[config.mk]
export PLATFORM = sky130hd
export DESIGN_NAME = button_event_decoder
export DESIGN_NICKNAME = d
export VERILOG_FILES = /design/src/rtl/button_event_decoder.sv
export SDC_FILE = /design/constraint.sdc
export NUM_CORES = 1
export LEC_CHECK = 0
export BUFFER_PORTS_ARGS = -buffer_cell sky130_fd_sc_hd__buf_2
export CAP_MARGIN = 40
export CORE_ASPECT_RATIO = 1.75
export CORE_UTILIZATION = 40
export CTS_CLUSTER_DIAMETER = 60
export DETAILED_ROUTE_END_ITERATION = 8
export PLACE_DENSITY = 0.54
export REMOVE_ABC_BUFFERS = 1
export SYNTH_ARGS = -nofsm -noshare
export SYNTH_HDL_FRONTEND = slang
export SYNTH_SLANG_ARGS = --single-unit
[constraint.sdc]
create_clock -name uclock -period 2.1 [get_ports uclock]
set_input_delay 0.21 -clock uclock [delete_from_list [all_inputs] [get_ports uclock]]
set_output_delay 0.21 -clock uclock [all_outputs]
set_load 0.02 [all_outputs]
[src/rtl/button_event_decoder.sv]
// rtl/button_event_decoder.sv - debounced button level plus press/release/click/double/long gesture events
module button_event_decoder #(
  parameter int CNT_W        = 26,
  parameter int DEBOUNCE_CYC = 500_000,
  parameter int LONG_CYC     = 50_000_000,
  parameter int GAP_CYC      = 12_500_000
) (
  input  logic uclock,
  input  logic reset,
  input  logic btn_raw,
  output logic btn_level,
  output logic press_evt,
  output logic release_evt,
  output logic click_evt,
  output logic dbl_click_evt,
  output logic long_evt
);

  localparam logic [CNT_W-1:0] DB_LAST   = CNT_W'(DEBOUNCE_CYC - 1);
  localparam logic [CNT_W-1:0] LONG_LAST = CNT_W'(LONG_CYC - 1);
  localparam logic [CNT_W-1:0] GAP_LAST  = CNT_W'(GAP_CYC - 1);
  localparam logic [CNT_W-1:0] ONE       = CNT_W'(1);

  typedef enum logic [2:0] {
    IDLE  = 3'd0,
    DOWN1 = 3'd1,
    GAP   = 3'd2,
    DOWN2 = 3'd3,
    LONGH = 3'd4
  } state_t;

  logic             sync1;
  logic             sync2;
  logic [CNT_W-1:0] db;
  logic             level_q;
  logic             rise;
  logic             fall;
  state_t           state;
  state_t           state_n;
  logic [CNT_W-1:0] t;
  logic             press_n;
  logic             release_n;
  logic             click_n;
  logic             dbl_n;
  logic             long_n;

  // btn_raw is asynchronous; only sync1 ever samples it
  always_ff @(posedge uclock or posedge reset) begin
    if (reset) begin
      sync1 <= 1'b0;
      sync2 <= 1'b0;
    end else begin
      sync1 <= btn_raw;
      sync2 <= sync1;
    end
  end

  always_ff @(posedge uclock or posedge reset) begin
    if (reset) begin
      db        <= '0;
      btn_level <= 1'b0;
      level_q   <= 1'b0;
    end else begin
      level_q <= btn_level;
      if (sync2 == btn_level) begin
        db <= '0;
      end else if (db == DB_LAST) begin
        btn_level <= sync2;
        db        <= '0;
      end else begin
        db <= db + ONE;
      end
    end
  end

  assign rise = btn_level & ~level_q;
  assign fall = ~btn_level & level_q;

  // Edges are checked before timeouts so a coincident edge always wins
  always_comb begin
    state_n   = state;
    press_n   = 1'b0;
    release_n = 1'b0;
    click_n   = 1'b0;
    dbl_n     = 1'b0;
    long_n    = 1'b0;
    case (state)
      IDLE: begin
        if (rise) begin
          press_n = 1'b1;
          state_n = DOWN1;
        end
      end
      DOWN1: begin
        if (fall) begin
          release_n = 1'b1;
          state_n   = GAP;
        end else if (t == LONG_LAST) begin
          long_n  = 1'b1;
          state_n = LONGH;
        end
      end
      GAP: begin
        if (rise) begin
          press_n = 1'b1;
          state_n = DOWN2;
        end else if (t == GAP_LAST) begin
          click_n = 1'b1;
          state_n = IDLE;
        end
      end
      DOWN2: begin
        if (fall) begin
          release_n = 1'b1;
          dbl_n     = 1'b1;
          state_n   = IDLE;
        end else if (t == LONG_LAST) begin
          long_n  = 1'b1;
          state_n = LONGH;
        end
      end
      LONGH: begin
        if (fall) begin
          release_n = 1'b1;
          state_n   = IDLE;
        end
      end
      default: state_n = IDLE;
    endcase
  end

  always_ff @(posedge uclock or posedge reset) begin
    if (reset) begin
      state         <= IDLE;
      t             <= '0;
      press_evt     <= 1'b0;
      release_evt   <= 1'b0;
      click_evt     <= 1'b0;
      dbl_click_evt <= 1'b0;
      long_evt      <= 1'b0;
    end else begin
      state         <= state_n;
      press_evt     <= press_n;
      release_evt   <= release_n;
      click_evt     <= click_n;
      dbl_click_evt <= dbl_n;
      long_evt      <= long_n;
      if (state_n != state) begin
        t <= '0;
      end else if (t != '1) begin
        t <= t + ONE;
      end
    end
  end

endmodule

# [After elaboration in Yosys (flattened, before gate mapping)]
# Cells that the tools add are included.
[classes] n_bitwise=5 mux=23 eq_ne=10 n_reduce_logical=6 add_sub_neg=2
[op_table] operator="two-way mux 26 bit" count=4
[op_table] operator="adder 26 x 1 -> 26 bit, second input constant" count=2
[op_table] operator="equality test 26 x 19 -> 1 bit, second input constant" count=1
[op_table] operator="equality test 26 x 24 -> 1 bit, second input constant" count=1
[op_table] operator="equality test 26 bit, second input constant" count=1
[op_table] operator="!= test 26 bit, second input constant" count=1
[op_table] operator="two-way mux 3 bit" count=7
[op_table] operator="one-hot mux 3 bit (5 select lines)" count=1
[op_table] operator="two-way mux 1 bit" count=11
[op_table] operator="equality test 3 x 2 -> 1 bit, second input constant" count=2
[op_table] operator="OR reduction 2 bit" count=2
[op_table] operator="equality test 3 x 1 -> 1 bit, second input constant" count=1
[op_table] operator="equality test 3 bit, second input constant" count=1
[op_table] operator="logical NOT 3 bit" count=1
[op_table] operator="!= test 3 bit" count=1
[op_table] operator="NOT 1 bit" count=3
[op_table] operator="OR reduction 3 bit" count=1
[op_table] operator="bitwise AND 1 bit" count=2
[op_table] operator="AND reduction 2 bit" count=1
[op_table] operator="nonzero test 2 bit" count=1
[op_table] operator="equality test 1 bit" count=1
[word_totals] out_inout_bits=6 ff_bits=64 in_bits=3

# [Logic depth before layout (Yosys ltp)]
# Gate-level depths: netlist of the first run.
[logic_depth] word_depth=6 mapped_depth=8

# [Least setup slack after synthesis of the first run]
# No wires, ideal clock.
[synth_timing] path_type="register to register" from="register t[0]" to="register t[10]" arrival_time_ns=1.985 t_required_ns=1.979 path_slack_ns=-0.006 n_path_buf=1 synth_period_minus_slack_ns=2.106 setup_ns=0.121 path_stages_with_launch=8 path_cell_list="dfrtp_1 ha_1 nand3_1 nor4_2 nand2_1 a211oi_2 buf_6 nor3_1"
[synth_between] elab_chain_cells=6
[synth_lines] element="start: declaration" line="40" source="logic [CNT_W-1:0] t;"
[synth_lines] element="start signal: assignment" line="151" source="t <= t + ONE;"
[synth_lines] element="equality test 26 bit / equality test 26 x 24 -> 1 bit (equally long branches)" line="98, 117, 107"
[synth_lines] element="two-way mux 3 bit, on equally long branches" line="98, 117, 107"
[synth_lines] element="two-way mux 3 bit, on equally long branches" line="113, 104, 95"
[synth_lines] element="one-hot mux 3 bit (5 select lines)" line="87" source="case (state)"
[synth_lines] element="!= test 3 bit" line="148" source="if (state_n != state) begin"
[synth_lines] element="two-way mux 26 bit / nonzero test 2 bit (equally long branches)"
# Parallel ways exist; a longest one is shown, timed or not. The select of a mux whose other input is x is not followed.
# A chain may end at the register's enable or synchronous reset.

# [Final worst setup path of the first run]
[layout_timing] from="register t[14]" to="register t[23]"
# Same word-level chain as after synthesis.

==> impl_metrics.env, run 1 <==
export IMPL_avgSynthCellArea_um2=9.495
export IMPL_synth_flop_cell="dfrtp_1"
export IMPL_path_max_fanout=7
export IMPL_finalCritPeriodShare_pct=97.81
export IMPL_synth_largest_area_cell="dfrtp_1"
export IMPL_io_buffers=8
export IMPL_r2r_cells=6
export IMPL_dp_hpwl_um=6299
export IMPL_numCtsBuffers=9
export IMPL_required_ps=2300
export IMPL_relSlewSlack_pct=65.82
export IMPL_die_h_um=124.3
export IMPL_final_common_cell="dfrtp_1"
export IMPL_synth_xor_area_share_pct=10.25
export IMPL_seqCellArea_mm2=0.001604
export IMPL_worst_r2r_setup_slack_ps=50
export IMPL_dpl_instance_area_mm2=0.003876
export IMPL_p_per_area_mw_per_mm2=662.9
export IMPL_cts_path_max_buffers=2
export IMPL_grt_pass1_wl_um=14390
export IMPL_most_common_layout_cells="dfrtp_1 (62), nor2_1 (50), buf_4 (40)"
export IMPL_grt_max_degree=31
export IMPL_cts_sinks=64
export IMPL_yosys_cell_types_count=49
export IMPL_htree_levels=3
export IMPL_syn_inst=360
export IMPL_syn_area_mm2=0.003418
export IMPL_dr_pass1_iters=4
export IMPL_synthMuxAreaShare_pct=0.6223
export IMPL_post_route_util_pct=51.67
export IMPL_outcome="completed"
export IMPL_synth_top_family_by_area="simple AND/OR/NAND/NOR gates"
export IMPL_crit_arrival_ps=2250
export IMPL_worstSkewPairLatency_ps=330
export IMPL_synthTopCellsByArea="dfrtp_1 (47%), xnor2_1 (7.4%), nor2_1 (5.5%), nor3_1 (4.0%), xor2_1 (2.8%)"
export IMPL_antenna_found_initial=0
export IMPL_vias_per_cell=5.407
export IMPL_critPathCaptureType="flip-flop"
export IMPL_cts_root_buf="clkbuf_16"
export IMPL_routabilityCongestion=0.8426
export IMPL_vias=2871
export IMPL_drtIter0Drc=81
export IMPL_synthToLayoutAreaGrowth_pct=25.66
export IMPL_design_area_mm2=0.004295
export IMPL_leakage_nw=1.718
export IMPL_io_pins=9
export IMPL_worstSetupStartpointType="flip-flop"
export IMPL_die_x_um=71.88
export IMPL_grt_setup_unrepaired="yes"
export IMPL_row_count=44
export IMPL_hold_viol=0
export IMPL_r2r_start="t[14]$_DFFE_PP0P_"
export IMPL_cts_tree="done"
export IMPL_grt_overflow_total=0
export IMPL_synth_edf_count=0
export IMPL_dieArea_mm2=0.008934
export IMPL_synth_top_area_share_pct=46.85
export IMPL_setup_violations_final=0
export IMPL_core_area_mm2=0.008313
export IMPL_clock_fmax_mhz=486.9
export IMPL_vdd_drop_max_v=0.0004155
export IMPL_r2r_end="t[23]$_DFFE_PP0P_"
export IMPL_wl_per_cell_um=15.84
export IMPL_hold_path_startpoint="sync1$_DFF_PP0_"
export IMPL_seq_area_frac_synth_pct=46.85
export IMPL_worst_pin_slew_ps=508.0
export IMPL_synth_compound_area_share_pct=8.419
export IMPL_drt_total_wl_um=8410
export IMPL_start_util_pct=41.12
export IMPL_insertedDiodeCount=0
export IMPL_crit_type="reg -> reg"
export IMPL_drive_above_1_share_pct=22.12
export IMPL_yosys_register_bits=64
export IMPL_drv_cap=0
export IMPL_drc=0
export IMPL_grt_pass1_vias=2941
export IMPL_skew_ps=4.785
export IMPL_dp_cells=511
export IMPL_antenna_left=0
export IMPL_fin_cells=531
export IMPL_min_path_type="reg -> reg"
export IMPL_finalCriticalPeriod_ps=2054
export IMPL_track_usage_pct=21.42
export IMPL_synth_simple_gate_area_share_pct=29.72
export IMPL_whs_endpoint="sync2$_DFF_PP0_"
export IMPL_multiInputGateArea_mm2=0.001772
export IMPL_ys_warn_count=0
export IMPL_holdPathStages=0
export IMPL_slew_violations=0
export IMPL_nNetsFinal=417
export IMPL_path_clk_slew_ps=50
export IMPL_nFillCells=790
export IMPL_synthAdderAreaFrac_pct=0.7321
export IMPL_async_reset_ff_share_pct=100.0
==> synth_stat cells (3+ instances only) <==
library cell	n
xnor2_1	29
inv_1	13
a21oi_1	16
or3_1	9
nor3_1	27
nor3_2	3
a211oi_1	5
buf_2	3
dfrtp_1	64
a311oi_1	4
clkbuf_1	6
nand3_1	19
or4b_1	3
nor2_1	50
or4_1	4
and4_1	4
and3_1	5
o21ai_0	6
nor4_1	7
nand4_1	10
nand2_1	23
xor2_1	11
==> registers in the layout (all words and copies together), names as in the netlist <==
register       count
state              3
sync2              1
level_q            1
sync1              1
t                 26
db                26
btn_level          1
release_evt        1
long_evt           1
press_evt          1
dbl_click_evt      1
click_evt          1
==> what timing repair did <==
action	in CTS	in global routing
hold buffers	2	0
pin swaps	0	5
hold endpoints to repair	19	0
endpoints found under the setup margin	15	26
setup buffers	0	3
resized for setup	2	13
cloned	0	0
==> power breakdown <==
part	switching [mW]	internal [mW]
clock	0.516	1.03
combinational	0.0387	0.0184
sequential	0.00522	1.24
==> worst max-delay path, stage by stage, from the launching register on <==
cell and delay [ps]:
dfrtp_1 420, or4bb_4 570, nor4_4 260, a311oi_2 150, a211oi_2 280, buf_4 200
a211oi_1 50
==> worst max-delay path by stage <==
stage	end	slack, ps	from
after CTS	t[23]$_DFFE_PP0P_	1	t[25]$_DFFE_PP0P_
after detailed placement	t[19]$_DFFE_PP0P_	-30	t[25]$_DFFE_PP0P_
after floorplan	t[0]$_DFFE_PP0P_	-220	t[0]$_DFFE_PP0P_
after global placement	t[23]$_DFFE_PP0P_	2	t[25]$_DFFE_PP0P_
after global routing	t[18]$_DFFE_PP0P_	-70	t[23]$_DFFE_PP0P_
final	t[23]$_DFFE_PP0P_	50	t[14]$_DFFE_PP0P_
==> layout make-up <==
class	instances	share of cell area, %
Multi-Input combinational cell	270	41.25
Sequential cell	64	37.34
Timing Repair Buffer	53	9.787
Clock buffer	11	5.418
Tap cell	115	3.350
Clock inverter	4	1.631
Inverter	14	1.223
==> through the flow <==
| stage | TNS, ps | hold WS, ps | power (mW) | setup WS (ps) |
|---|---|---|---|---|
| CTS | 0 | 369.1 | 2.887 | 1.304 |
| global route | -821.7 | 369.1 | 2.947 | -65.24 |
| floorplan | -5307 | 241.4 | 1.298 | -224.8 |
| global placement | 0 | 246.4 | 1.324 | 2.032 |
| detailed placement | -393.3 | 255.1 | 1.325 | -34.33 |
| finish | 0 | 358.3 | 2.847 | 46.09 |
==> cell families (layout without fill, tap and decap cells) <==
kind of cell	Yosys count	in the layout
mux	2	2
flops	64	64
compound gates	41	41
xor+xnor	40	40
buf+inv	26	82
simple gates	185	185
fa+ha+maj	2	2
==> layer usage <==
| layer | global-route usage [%] | routed length (um) | vias to the layer above |
|---|---|---|---|
| met5 | 0 | 0 | - |
| met2 | 37.68 | 4682 | 38 |
| met1 | 21.85 | 3088 | 1413 |
| li1 | - | - | 1390 |
| met4 | 14.42 | 431 | 0 |
| met3 | 4.773 | 208 | 30 |
Power figures use the tool's default switching activity.
==> run 2: changes to the inputs <==
--- a/config.mk
+++ b/config.mk
@@ -13,6 +13,7 @@
 export DETAILED_ROUTE_END_ITERATION = 8
 export PLACE_DENSITY = 0.54
 export REMOVE_ABC_BUFFERS = 1
+export SETUP_SLACK_MARGIN = 0.05
 export SYNTH_ARGS = -nofsm -noshare
 export SYNTH_HDL_FRONTEND = slang
 export SYNTH_SLANG_ARGS = --single-unit
==> run 2 against run 1 <==
Compared with the run above:
- register-to-register slack improved by 50 ps
- global-route usage rose by 0.10 points
- via count is 0.77% lower
- highest routed layer unchanged
==> impl_metrics.env, run 2 (same netlist as run 1, synthesis figures left out) <==
export IMPL_outcome="completed"
export IMPL_slew_violations=0
export IMPL_htree_levels=3
export IMPL_cp_num_buf_inv=1
export IMPL_crit_type="reg -> reg"
export IMPL_cts_tree="done"
export IMPL_grt_setup_unrepaired="yes"
export IMPL_dieArea_mm2=0.008934
export IMPL_finalCriticalPeriod_ps=2002
export IMPL_die_h_um=124.3
export IMPL_antenna_found_initial=0
export IMPL_io_buffers=8
export IMPL_drive_above_1_share_pct=22.25
export IMPL_finalCritPeriodShare_pct=95.34
export IMPL_numCtsBuffers=9
export IMPL_nNetsFinal=419
export IMPL_post_route_util_pct=52.08
export IMPL_die_x_um=71.88
export IMPL_vdd_drop_max_v=0.0004155
export IMPL_drtIter0Drc=91
export IMPL_routabilityCongestion=0.8426
export IMPL_critPathCaptureType="flip-flop"
export IMPL_most_common_layout_cells="dfrtp_1 (62), nor2_1 (50), buf_4 (41)"
export IMPL_grt_overflow_total=0
export IMPL_dp_hpwl_um=6299
export IMPL_clock_fmax_mhz=499.4
export IMPL_hold_path_startpoint="sync1$_DFF_PP0_"
export IMPL_max_stage_delay_ps=550
export IMPL_crit_start="t[25]$_DFFE_PP0P_"
export IMPL_skew_ps=4.900
export IMPL_crit_family="simple AND/OR/NAND/NOR gates"
export IMPL_vias=2849
export IMPL_worstSkewPairLatency_ps=330
export IMPL_min_path_type="reg -> reg"
export IMPL_drv_cap=0
export IMPL_path_clk_slew_ps=50
export IMPL_p_per_area_mw_per_mm2=657.9
export IMPL_leakage_nw=1.731
export IMPL_nFillCells=791
export IMPL_grt_pass1_vias=2930
export IMPL_cpMaxStageDelayCell="or4b_4"
export IMPL_insertedDiodeCount=0
export IMPL_cts_root_buf="clkbuf_16"
export IMPL_synthToLayoutAreaGrowth_pct=26.65
export IMPL_core_area_mm2=0.008313
export IMPL_crit_chain="or4b_4 -> nor4_4 -> a311oi_2 -> a211oi_2 -> buf_4 -> a211oi_1"
export IMPL_row_count=44
export IMPL_io_pins=9
export IMPL_path_max_fanout=7
export IMPL_grt_pass1_wl_um=14470
export IMPL_cts_path_max_buffers=2
export IMPL_start_util_pct=41.12
export IMPL_antenna_left=0
export IMPL_r2r_start="t[25]$_DFFE_PP0P_"
export IMPL_drc=0
export IMPL_largestRegisters="db: 26 flops, t: 26 flops, state: 3 flops"
export IMPL_track_usage_pct=21.52
export IMPL_crit_arrival_ps=2200
export IMPL_hold_viol=0
export IMPL_tns_ps=0
export IMPL_required_ps=2300
export IMPL_worst_pin_slew_ps=510.2
export IMPL_drt_total_wl_um=8478
export IMPL_cts_sinks=64
export IMPL_grt_max_degree=31
export IMPL_dr_pass1_iters=4
export IMPL_vias_per_cell=5.345
export IMPL_worstSetupStartpointType="flip-flop"
export IMPL_relSlewSlack_pct=65.68
export IMPL_final_common_cell="dfrtp_1"
export IMPL_setup_violations_final=0
export IMPL_wl_per_cell_um=15.91
run 2: final timing paths:
kind	end	slack [ps]	cells past startpoint
setup / recovery	t[23]$_DFFE_PP0P_	100	6
hold / removal	sync2$_DFF_PP0_	360	0
setup reg to reg	t[23]$_DFFE_PP0P_	100	6
hold reg to reg	sync2$_DFF_PP0_	360	0
max in group asynchronous	t[25]$_DFFE_PP0P_	1060	4
min in group asynchronous	t[0]$_DFFE_PP0P_	430	3
run 2: power by group:
group	leakage (nW)	total, mW	switching (mW)	internal (mW)
Combinational	0.712	0.0572	0.0388	0.0184
Clock	0.149	1.54	0.517	1.03
Sequential	0.870	1.25	0.00522	1.24
Total	1.73	2.85	0.561	2.29
run 2: cell type report:
cell class	count	area, um2	share of cell area, %
multi-input combinational	270	1778	41.07
sequential	64	1604	37.05
timing repair buffer	55	447.9	10.35
clock buffer	11	232.7	5.376
tap	115	143.9	3.324
clock inverter	4	70.07	1.618
inverter	14	52.55	1.214
run 2: through the flow:
stage | std cells | hold slack [ps] | worst slack [ps] | total power [mW] | area, um2
2_1_floorplan | 348 | 241.4 | -224.8 | 1.298 | 3354
6_report | 533 | 358.3 | 97.78 | 2.848 | 4329
3_5_place_dp | 511 | 255.1 | -34.33 | 1.325 | 3876
3_3_place_gp | 511 | 246.4 | 2.032 | 1.324 | 3876
5_1_grt | 533 | 369.1 | -20.69 | 2.947 | 4329
4_1_cts | 528 | 369.1 | 46.39 | 2.887 | 4223
run 2: layer usage:
metal	wire length, um	track usage (%)	part of all wire, %
met5	0	0	0
met1	3120	22.01	37
met3	201	4.773	2.4
met2	4732	38.40	56
met4	422	13.26	5.0
run 2: repair_timing:
item	in CTS	in global routing
gates cloned	0	0
hold buffers	2	0
gates resized for setup	6	9
pin swaps	2	8
setup endpoints to repair	15	26
endpoints found under the hold margin	19	0
buffers inserted	0	5
==> run 3: changes to the inputs <==
--- a/config.mk
+++ b/config.mk
@@ -11,7 +11,6 @@
 export CORE_UTILIZATION = 40
 export CTS_CLUSTER_DIAMETER = 60
 export DETAILED_ROUTE_END_ITERATION = 8
-export PLACE_DENSITY = 0.54
 export REMOVE_ABC_BUFFERS = 1
 export SETUP_SLACK_MARGIN = 0.05
 export SYNTH_ARGS = -nofsm -noshare
==> run 3 against run 2 <==
Compared with the run above:
- the run now ends with negative setup slack left
- flip-flop and latch count stayed put
- count of clock-buffer cells in the layout stayed put
- first-iteration DRC count is 24% higher
- critical path depth is 1 higher
- fmax is 5.7% lower
- register-to-register slack worse by 120 ps
- via count is 1.5% higher
- worst setup slack worse by 120 ps
- die area stayed put
==> impl_metrics.env, run 3 (same netlist as run 1, synthesis figures left out) <==
export IMPL_outcome="finished with violations"
export IMPL_violations="negative setup slack"
export IMPL_dr_pass1_iters=4
export IMPL_vias=2892
export IMPL_drv_cap=0
export IMPL_crit_arrival_ps=2350
export IMPL_fin_cells=531
export IMPL_grt_pass1_wl_um=13670
export IMPL_min_path_type="reg -> reg"
export IMPL_slew_violations=0
export IMPL_finalCriticalPeriod_ps=2124
export IMPL_die_h_um=124.3
export IMPL_path_max_fanout=5
export IMPL_wl_per_cell_um=16.71
export IMPL_path_clk_slew_ps=50
export IMPL_cts_root_buf="clkbuf_16"
export IMPL_clock_fmax_mhz=470.9
export IMPL_skew_ps=4.604
export IMPL_numCtsBuffers=9
export IMPL_grt_overflow_total=0
export IMPL_insertedDiodeCount=0
export IMPL_crit_type="reg -> reg"
export IMPL_total_power_mw=2.849
export IMPL_die_x_um=71.88
export IMPL_cts_path_max_buffers=2
export IMPL_cpMaxStageDelayCell="or4b_4"
export IMPL_routabilityCongestion=0.8374
export IMPL_required_ps=2320
export IMPL_drt_total_wl_um=8874
export IMPL_worstSetupStartpointType="flip-flop"
export IMPL_finalCritPeriodShare_pct=101.1
export IMPL_max_stage_delay_ps=560
export IMPL_antenna_left=0
export IMPL_htree_levels=3
export IMPL_io_pins=9
export IMPL_design_area_mm2=0.004462
export IMPL_grt_max_degree=65
export IMPL_crit_chain="or4b_4 -> nor4_4 -> a311oi_2 -> a211oi_4 -> buf_4 -> buf_6 -> nor3_2"
export IMPL_relSlewSlack_pct=74.17
export IMPL_vdd_drop_max_v=0.0004321
export IMPL_tns_ps=-96.99
export IMPL_start_util_pct=41.12
export IMPL_synthToLayoutAreaGrowth_pct=30.53
export IMPL_final_common_cell="dfrtp_1"
export IMPL_vias_per_cell=5.446
export IMPL_grt_setup_unrepaired="yes"
export IMPL_grt_pass1_vias=2922
export IMPL_worst_pin_slew_ps=382.1
export IMPL_worstSkewPairLatency_ps=330
export IMPL_antenna_found_initial=0
export IMPL_cts_sinks=64
export IMPL_dp_cells=502
export IMPL_row_count=44
export IMPL_drc=0
export IMPL_track_usage_pct=20.06
export IMPL_hold_slack_ps=383.1
export IMPL_dpl_instance_area_mm2=0.003809
export IMPL_drive_above_1_share_pct=25.96
export IMPL_critPathCaptureType="flip-flop"
export IMPL_io_buffers=8
export IMPL_most_common_layout_cells="dfrtp_1 (63), nor2_1 (48), buf_4 (33)"
export IMPL_hold_viol=0
export IMPL_setup_ws_ps=-23.70
export IMPL_setup_violations_final=5
export IMPL_nNetsFinal=417
export IMPL_core_area_mm2=0.008313
export IMPL_p_per_area_mw_per_mm2=638.6
export IMPL_dieArea_mm2=0.008934
export IMPL_leakage_nw=1.776
export IMPL_cts_tree="done"
export IMPL_dp_hpwl_um=5878
export IMPL_largestRegisters="db: 26 flops, t: 26 flops, state: 3 flops"
export IMPL_drtIter0Drc=113
## run 3: changes by cell type in the layout (fill, tap and decap cells not counted), moves of 3 or more
cell / before / now
buf_6: 0 / 3
nor3_2: 2 / 10
a21oi_1: 16 / 13
buf_4: 41 / 33
nor3_1: 27 / 18
## run 3: final cells by class
cell class / instances / area (um2)
Inverter: 14 / 52.55
Multi-Input combinational cell: 270 / 1883
Clock inverter: 4 / 70.07
Fill cell: 744 / 3851
Sequential cell: 64 / 1603
Timing Repair Buffer: 53 / 476.7
Tap cell: 115 / 143.9
Clock buffer: 11 / 232.7
## run 3: path summary, 6_finish.rpt
path                            cells past startpoint                end  slack [ps]              start
worst max-delay path                                7  t[13]$_DFFE_PP0P_         -20  t[25]$_DFFE_PP0P_
worst min-delay path                                0    sync2$_DFF_PP0_         380    sync1$_DFF_PP0_
worst max register to register                      7  t[13]$_DFFE_PP0P_         -20  t[25]$_DFFE_PP0P_
worst min register to register                      0    sync2$_DFF_PP0_         380    sync1$_DFF_PP0_
max in group asynchronous                           4  t[25]$_DFFE_PP0P_        1300              reset
min in group asynchronous                           4  t[22]$_DFFE_PP0P_         480              reset
## run 3: timing repair
action	in CTS	in global routing
hold buffers	2	0
hold endpoints to repair	65	0
endpoints found under the setup margin	15	26
gates cloned	0	4
setup buffers	0	8
gates resized for setup	2	38
pin swaps	0	9
## run 3: per-layer routing
metal  GRT usage [%]  wire [um]
met5               0          0
met4           12.23        382
met3           4.612        248
met2           36.35       5077
met1           19.96       3165
## run 3: where the power goes
group	total (mW)	internal (mW)	switching (mW)
registers	1.25	1.24	0.00543
clock network	1.55	1.03	0.520
logic	0.0548	0.0172	0.0376
total	2.85	2.29	0.563
## run 3: per-stage QoR
step           utilization, %  setup WS [ps]
2_1_floorplan               -         -224.8
6_report                53.67         -23.70
3_3_place_gp            45.82          58.77
3_5_place_dp            45.82          15.07
5_1_grt                 53.67         -109.6
4_1_cts                 49.79          64.23
## run 3: critical path, delay by kind of cell, from the launching register on
family	cells	cell delay, ps
AOI/OAI and AO/OA	2	430
buffers and inverters	2	290
DFF	1	410
and+or+nand+nor	3	880
